**src/rtl/loteria_sorteio.sv**
```systemverilog
// loteria_sorteio
// Draws five decimal digits from an internal 16-bit LFSR and then transmits
// them on the lottery entry protocol (num / insert / finish). Rejection
// sampling discards nibbles 10..15, so every stored digit is 0..9.
//
// Ports:
//   clk        system clock, all state changes on the rising edge
//   reset      synchronous, active-high reset
//   start      begin a draw, only honoured in IDLE or DONE
//   num        digit being transmitted during SEND/GAP, 0 otherwise
//   insert     one-cycle strobe, num is valid
//   finish     one-cycle strobe after the fifth digit
//   busy       high in DRAW, SEND, GAP and FIN
//   LEDR       thermometer code of the state index
//   HEX0..HEX4 drawn digits d4..d0 (active-low segments, blank until drawn)
//   HEX5       constant dash
module loteria_sorteio #(
    parameter logic [15:0] SEED = 16'hACE1,
    parameter int          GAP  = 2
) (
    input  logic       clk,
    input  logic       reset,
    input  logic       start,
    output logic [3:0] num,
    output logic       insert,
    output logic       finish,
    output logic       busy,
    output logic [9:0] LEDR,
    output logic [6:0] HEX0,
    output logic [6:0] HEX1,
    output logic [6:0] HEX2,
    output logic [6:0] HEX3,
    output logic [6:0] HEX4,
    output logic [6:0] HEX5
);

    typedef enum logic [2:0] {
        S_IDLE = 3'd0,
        S_DRAW = 3'd1,
        S_SEND = 3'd2,
        S_GAP  = 3'd3,
        S_FIN  = 3'd4,
        S_DONE = 3'd5
    } state_t;

    // An all-zero LFSR would lock up, so a zero seed is replaced by 1.
    localparam logic [15:0] SEED_EFF   = (SEED == 16'h0000) ? 16'h0001 : SEED;
    localparam logic [3:0]  GAP_RELOAD = 4'(GAP - 1);

    state_t      r_state;
    logic [15:0] r_lfsr;
    logic [2:0]  r_k;
    logic [3:0]  r_gapCnt;
    logic [3:0]  r_digit [0:4];
    logic [4:0]  r_valid;

    logic        w_fb;
    logic [3:0]  w_nibble;
    logic        w_accept;

    assign w_fb     = r_lfsr[15] ^ r_lfsr[13] ^ r_lfsr[12] ^ r_lfsr[10];
    assign w_nibble = r_lfsr[3:0];
    assign w_accept = (w_nibble <= 4'd9);

    // Active-low 7-segment encoding (gfedcba) for decimal digits.
    function automatic logic [6:0] seg7(input logic [3:0] d);
        case (d)
            4'd0:    seg7 = 7'b1000000;
            4'd1:    seg7 = 7'b1111001;
            4'd2:    seg7 = 7'b0100100;
            4'd3:    seg7 = 7'b0110000;
            4'd4:    seg7 = 7'b0011001;
            4'd5:    seg7 = 7'b0010010;
            4'd6:    seg7 = 7'b0000010;
            4'd7:    seg7 = 7'b1111000;
            4'd8:    seg7 = 7'b0000000;
            4'd9:    seg7 = 7'b0010000;
            default: seg7 = 7'b1111111;
        endcase
    endfunction

    // Control FSM. The LFSR advances on every DRAW cycle, accepted or
    // rejected, and is only reloaded by reset so successive draws differ.
    // r_k indexes the digit being drawn in DRAW and the digit being sent in
    // SEND/GAP; it stays at 4 through FIN and DONE.
    always_ff @(posedge clk) begin
        if (reset) begin
            r_state  <= S_IDLE;
            r_lfsr   <= SEED_EFF;
            r_k      <= 3'd0;
            r_gapCnt <= 4'd0;
            r_valid  <= 5'b00000;
            for (int i = 0; i < 5; i++) begin
                r_digit[i] <= 4'd0;
            end
        end else begin
            case (r_state)
                S_IDLE, S_DONE: begin
                    if (start) begin
                        r_valid <= 5'b00000;
                        r_k     <= 3'd0;
                        r_state <= S_DRAW;
                    end
                end
                S_DRAW: begin
                    r_lfsr <= {r_lfsr[14:0], w_fb};
                    if (w_accept) begin
                        r_digit[r_k] <= w_nibble;
                        r_valid[r_k] <= 1'b1;
                        if (r_k == 3'd4) begin
                            r_k     <= 3'd0;
                            r_state <= S_SEND;
                        end else begin
                            r_k <= r_k + 3'd1;
                        end
                    end
                end
                S_SEND: begin
                    r_gapCnt <= GAP_RELOAD;
                    r_state  <= S_GAP;
                end
                S_GAP: begin
                    if (r_gapCnt != 4'd0) begin
                        r_gapCnt <= r_gapCnt - 4'd1;
                    end else if (r_k == 3'd4) begin
                        r_state <= S_FIN;
                    end else begin
                        r_k     <= r_k + 3'd1;
                        r_state <= S_SEND;
                    end
                end
                S_FIN: begin
                    r_state <= S_DONE;
                end
                default: begin
                    r_state <= S_IDLE;
                end
            endcase
        end
    end

    // Protocol outputs and board indicators, all decoded from registered state.
    always_comb begin
        num    = 4'd0;
        insert = 1'b0;
        finish = 1'b0;
        busy   = 1'b0;
        LEDR   = 10'h000;
        case (r_state)
            S_DRAW: begin
                busy = 1'b1;
                LEDR = 10'h001;
            end
            S_SEND: begin
                busy   = 1'b1;
                insert = 1'b1;
                num    = r_digit[r_k];
                LEDR   = 10'h003;
            end
            S_GAP: begin
                busy = 1'b1;
                num  = r_digit[r_k];
                LEDR = 10'h007;
            end
            S_FIN: begin
                busy   = 1'b1;
                finish = 1'b1;
                LEDR   = 10'h00F;
            end
            S_DONE: begin
                LEDR = 10'h01F;
            end
            default: begin
                LEDR = 10'h000;
            end
        endcase
    end

    // HEX4 shows the first digit drawn and HEX0 the last; a digit slot stays
    // blank until its valid flag is set during the current draw.
    always_comb begin
        HEX0 = r_valid[4] ? seg7(r_digit[4]) : 7'b1111111;
        HEX1 = r_valid[3] ? seg7(r_digit[3]) : 7'b1111111;
        HEX2 = r_valid[2] ? seg7(r_digit[2]) : 7'b1111111;
        HEX3 = r_valid[1] ? seg7(r_digit[1]) : 7'b1111111;
        HEX4 = r_valid[0] ? seg7(r_digit[0]) : 7'b1111111;
        HEX5 = 7'b0111111;
    end

endmodule

```
**config.mk**
```make
export PLATFORM = sky130hd
export DESIGN_NAME = loteria_sorteio
export DESIGN_NICKNAME = d
export VERILOG_FILES = /design/src/rtl/loteria_sorteio.sv
export SDC_FILE = /design/constraint.sdc
export NUM_CORES = 1
export LEC_CHECK = 0
export ABC_AREA = 1
export CAP_MARGIN = 25
export CORE_MARGIN = 2
export CORE_UTILIZATION = 55
export CTS_BUF_LIST = sky130_fd_sc_hd__clkbuf_8
export CTS_CLUSTER_SIZE = 14
export DETAILED_ROUTE_END_ITERATION = 8
export GPL_ROUTABILITY_DRIVEN = 1
export PLACE_DENSITY = 0.82
export SETUP_SLACK_MARGIN = 0.2
export SYNTH_ARGS = -nofsm -noshare
export SYNTH_HDL_FRONTEND = slang
export SYNTH_SLANG_ARGS = --single-unit
export TNS_END_PERCENT = 20
```
**constraint.sdc**
```tcl
create_clock -name clk -period 1.8 [get_ports clk]
set_input_delay 0.36 -clock clk [delete_from_list [all_inputs] [get_ports clk]]
set_output_delay 0.36 -clock clk [all_outputs]
set_load 0.05 [all_outputs]
```
Yosys cells after proc, flatten, opt, wreduce, memory -nomap -nowiden
Memories as Yosys holds them, arrays and structs flattened. A register that Yosys moved wholly into a read port is not among the register bits.
Cells that the tools add are included.
{ "word_totals": {"n_memories": 6, "wordCells": 86, "reg_bits": 31, "romBits": 560, "mem_bits_rw": 20, "input_bits": 3} }
{ "classes": {"bitwise_logic": 4, "n_reduce_logical": 14, "n_mux": 40, "eq_ne": 12, "magnitude_cmp": 3, "n_addsub": 2} }
{ "mem_list": {"columns": ["name", "words", "word_bits", "rd", "rd_ports_with_merged_regs", "wr", "line_no", "text"], "rows": [
  ["(no name shown)", 16, 7, 1, 0, 0, "67", "case (d)"],
  ["(no name shown)", 16, 7, 1, 0, 0, "67", null],
  ["(no name shown)", 16, 7, 1, 0, 0, "67", null],
  ["(no name shown)", 16, 7, 1, 0, 0, "67", null],
  ["(no name shown)", 16, 7, 1, 0, 0, "67", null],
  ["r_digit", 5, 4, 6, 1, 5, "54", "logic [3:0] r_digit [0:4];"]
]} }
{ "ops": {"columns": ["op", "count"], "rows": [
  ["2-to-1 mux 3 bit", 13],
  ["2-to-1 mux 7 bit", 5],
  ["one-hot mux 5 bit (5 select lines)", 1],
  ["one-hot mux 3 bit (5 select lines)", 1],
  ["2-to-1 mux 4 bit", 3],
  ["inequality test 2 bit, second input constant", 6],
  ["2-to-1 mux 1 bit", 11],
  ["2-to-1 mux 5 bit", 2],
  ["one-hot mux 5 bit (2 select lines)", 1],
  ["== test 3 bit, second input constant", 3],
  ["one-hot mux 3 bit (3 select lines)", 1],
  ["one-hot mux 4 bit (2 select lines)", 1],
  ["OR reduction 4 bit", 2],
  ["== test 3 x 2 -> 1 bit, second input constant", 2],
  ["OR 5 bit", 1],
  ["AND reduction 5 bit", 1],
  ["less-or-equal comparator 4 bit, second input constant", 1],
  ["less-than comparator 3 x 4 -> 1 bit, second input constant", 1],
  ["AND reduction 4 bit", 1],
  ["nonzero test 2 bit", 2],
  ["nonzero test 4 bit", 1],
  ["OR reduction 2 bit", 2],
  ["subtractor 4 x 1 -> 4 bit, second input constant", 1],
  ["adder 3 x 1 -> 3 bit, second input constant", 1],
  ["9 further kinds", 11]
]} }

Logic depth before layout (Yosys ltp)
{ "logic_depth": {"ltp_word": 7, "depth_mapped": 11, "ltp_nobuf": 11} }

Worst setup path before layout
OpenSTA, ideal clock, no wires.
{ "synth_timing": {"path_type": "register to output", "startpoint": "memory r_digit[1][1]", "endpoint": "output HEX3[0]", "path_stages_with_launch": 6, "slack_ns": -0.485, "t_arrival_ns": 1.925, "path_buffers": 0, "t_required_ns": 1.440, "path_cell_list": "edfxtp_1 -> inv_1 -> ha_1 -> or2_2 -> o21ai_0 -> o21ai_0"} }
{ "synth_rtl": {"columns": ["item", "line_no", "text"], "rows": [
  ["start: declaration", "54", null],
  ["end: declaration", "32", "output logic [6:0] HEX3,"]
]} }

==> results.json <==
{
  "cts_num_sinks": 66,
  "grt_pass1_vias": 3726,
  "wirelength_mm": 13.2,
  "critical_path_required_ns": 1.44,
  "crit_type": "flip-flop to output pin",
  "cp_cell_sequence": "inv_2 -> ha_2 -> nand2_1 -> o21ai_2 -> o21ai_4 -> buf_12",
  "holdPathStages": 2,
  "start_util_pct": 57.4,
  "yosys.area_share.adder_pct": 9.25,
  "p_per_area_nw_per_um2": 1360,
  "grt_overflow_total": 0,
  "setup-tns-final_ns": -8.10,
  "finalMaxSlewViolations": 0,
  "cts-htree-levels": 3,
  "cts_tree": "done",
  "final_common_cell": "nand2_1",
  "rsz0062_at_grt": "true",
  "synthXorXnorAreaFrac_pct": 0.893,
  "p_int_uw": 4450,
  "reg2regPathDepth": 7,
  "dp_slack_ns": -0.0606,
  "gp_congestion": 0.813,
  "max_freq_ghz": 0.475,
  "n_antenna_cell": 0,
  "core_area_um2": 6830,
  "p_seq_share_pct": 29.0,
  "cts_root_buf": "clkbuf_8",
  "violations": "setup timing",
  "r2r-start": "r_state[2]$_SDFFE_PP0P_",
  "skew_ns": 0.0257,
  "grt_pass1_wl_mm": 17.7,
  "synth-seq-area-share_pct": 41.9,
  "fin_crit_sh_pct": 117,
  "r2r_end": "r_digit[5][1]$_DFFE_PP_",
  "yosys_register_bits": 66,
  "numCtsBuffers": 9,
  "clockPowerShare_pct": 17.9,
  "synth_edf_count": 32,
  "finalSetupViolations": 40,
  "outcome": "finished with violations",
  "comb_power_share_pct": 53.1,
  "syn_inst": 518,
  "seq_area_um2": 1670,
  "placedCellCount": 672,
  "nets": 649,
  "drt_iter0_markers": 355,
  "hold_viol_final": 0,
  "clk_latency_ns": 0.37,
  "globalRouteMet3Util_pct": 6.34,
  "synth.mux.area_fraction_pct": 0,
  "n_fill_cell": 309,
  "met1_usage_pct": 33.2,
  "fin_cells": 718,
  "ios": 62,
  "postLayoutCoreUtil_pct": 87.5,
  "ir_drop_mv": 1.50,
  "ys_async_sr_fraction_pct": 0,
  "wl_per_cell_um": 18.4,
  "worstPathArrival_ns": 1.75,
  "die_h_um": 88.4,
  "globalRouteMet2Util_pct": 54.4,
  "cap_viol_max_count": 0,
  "top_usage_layer": "met2",
  "ys_warn_count": 0,
  "die_w_um": 88.4,
  "synth.distinct_cells": 25,
  "synth_simple_gate_area_share_pct": 22.7,
  "hpwl_mm": 6.76,
  "vias": 4175,
  "p_sw_uw": 3650,
  "worstHoldStart": "r_lfsr[14]$_SDFFE_PP0P_",
  "final_cell_mix": "nand2_1 (81), nor2_1 (48), inv_1 (43)",
  "synth_top_family_by_area": "simple AND/OR/NAND/NOR gates",
  "crit_fanout": 4,
  "min_path_type": "flip-flop to flip-flop",
  "crit_slowest_cell": "edfxtp_1",
  "crit_path_end_kind": "output pin",
  "area_growth_pct": 52.5,
  "detail-route-antenna-nets": 0,
  "synth-compound-area-share_pct": 15.5,
  "rows": 30,
  "fin_ws_ns": -0.307,
  "cp-start-kind": "flip-flop",
  "clkTransAtPathRegs_ns": 0.09,
  "synth_top_flop_cell": "dfxtp_1",
  "reg2reg_setup_slack_ns": 0.14,
  "antenna_found_initial": 0,
  "ctsHoldBuffers": 0,
  "clock_path_buffers": 2,
  "p_leak_uw": 0.00251,
  "vias_per_cell": 5.81,
  "drcViolationCount": 0,
  "io_buffer_count": 49,
  "drive_above_1_share_pct": 42.8,
  "sw_frac_of_total_pct": 45.1,
  "die-area_um2": 7820,
  "min_period_ns": 2.11,
  "synth_area_um2": 3920,
  "hold_end": "r_lfsr[14]$_SDFFE_PP0P_",
  "grt_usage_pct": 29.9,
  "hold_ws_ns": 0.457,
  "cpPeakStageDelay_ns": 0.52,
  "multi_input_comb_area_um2": 2490,
  "avgSynthCellArea_um2": 7.57,
  "grt_max_degree": 27,
  "firstDrtPassIters": 7
}
layout make-up:
type                            count  share of cell area, %
Clock inverter                      5                   1.28
Clock buffer                       11                   2.53
Sequential cell                    66                   27.9
Tap cell                           96                   2.01
Multi-Input combinational cell    375                   41.6
Inverter                           63                   4.25
Timing Repair Buffer              102                   20.4
state kept, by name (all words and copies together) (netlist names), named ones only:
name and flops:
r_digit 32, r_lfsr 16, r_valid 5, r_gapCnt 4, r_k 3, r_state 3
cells by family after synthesis:
group	Yosys count
and+or+nand+nor	213
other	2
adders and majority gates	29
buffers and inverters	87
xor gates and xnor gates	4
DFF	66
AOI/OAI and AO/OA	117
what timing repair did:
action	in CTS	in global routing
gates resized for setup	137	78
buffers inserted	21	9
gates cloned	0	0
setup endpoints to repair	80	88
pin swaps	30	30
cells in the mapped netlist (7+ instances only):
library cell / count / area share, %
nand2_1: 112 / 11
inv_1: 59 / 5.6
o21ai_0: 55 / 7.0
nor2_1: 54 / 5.2
a21oi_1: 51 / 6.5
dfxtp_1: 34 / 17
edfxtp_1: 32 / 25
ha_1: 29 / 9.3
nand3_1: 25 / 3.2
buf_4: 12 / 2.3
or2_2: 10 / 1.6
o211ai_1: 8 / 1.5
clkbuf_1: 7 / 0.67
per-layer routing:
metal	share of wire [%]	vias to the layer above	wire, um
met4	5.4	0	713
met3	7.4	74	979
met1	35	1964	4650
met2	52	270	6890
met5	0	-	0
li1	-	1867	-
through the flow:
step / area (um^2) / total power [uW]
finish: 5980 / 8100
global route: 5980 / 8460
CTS: 5660 / 7580
detailed placement: 4910 / 5840
global placement: 4910 / 5740
floorplan: 4080 / 4590
worst max-delay path by stage:
stage / startpoint / end / slack, ns / cells after the start
after floorplan: r_digit[2][2]$_SDFFCE_PN0P_ / HEX2[6] / -0.01 / 4
after global placement: reset / r_digit[7][1]$_DFFE_PP_ / 0.04 / 6
after detailed placement: reset / r_digit[7][3]$_DFFE_PP_ / -0.06 / 6
after CTS: r_digit[0][1]$_SDFFCE_PN0P_ / HEX4[0] / -0.18 / 6
after global routing: flip-flop / num[1] / -0.32 / 6
final: r_digit[1][0]$_SDFFCE_PN0P_ / HEX3[4] / -0.31 / 6
worst max-delay path: cells and delay by family (launching register included):
kind | cells | cell delay, ns
buffers and inverters | 2 | 0.28
adders and majority gates | 1 | 0.22
DFF | 1 | 0.52
AOI/OAI and AO/OA | 2 | 0.26
and+or+nand+nor | 1 | 0.10
power by group through the flow:
stage          combinational, uW  sequential [uW]  clock, uW
2_1_floorplan               2430             2160          0
3_3_place_gp                3470             2260          0
3_5_place_dp                3560             2280          0
4_1_cts                     3890             2290       1410
5_1_grt                     4570             2380       1500
6_report                    4300             2350       1450
Power figures use the tool's default switching activity.
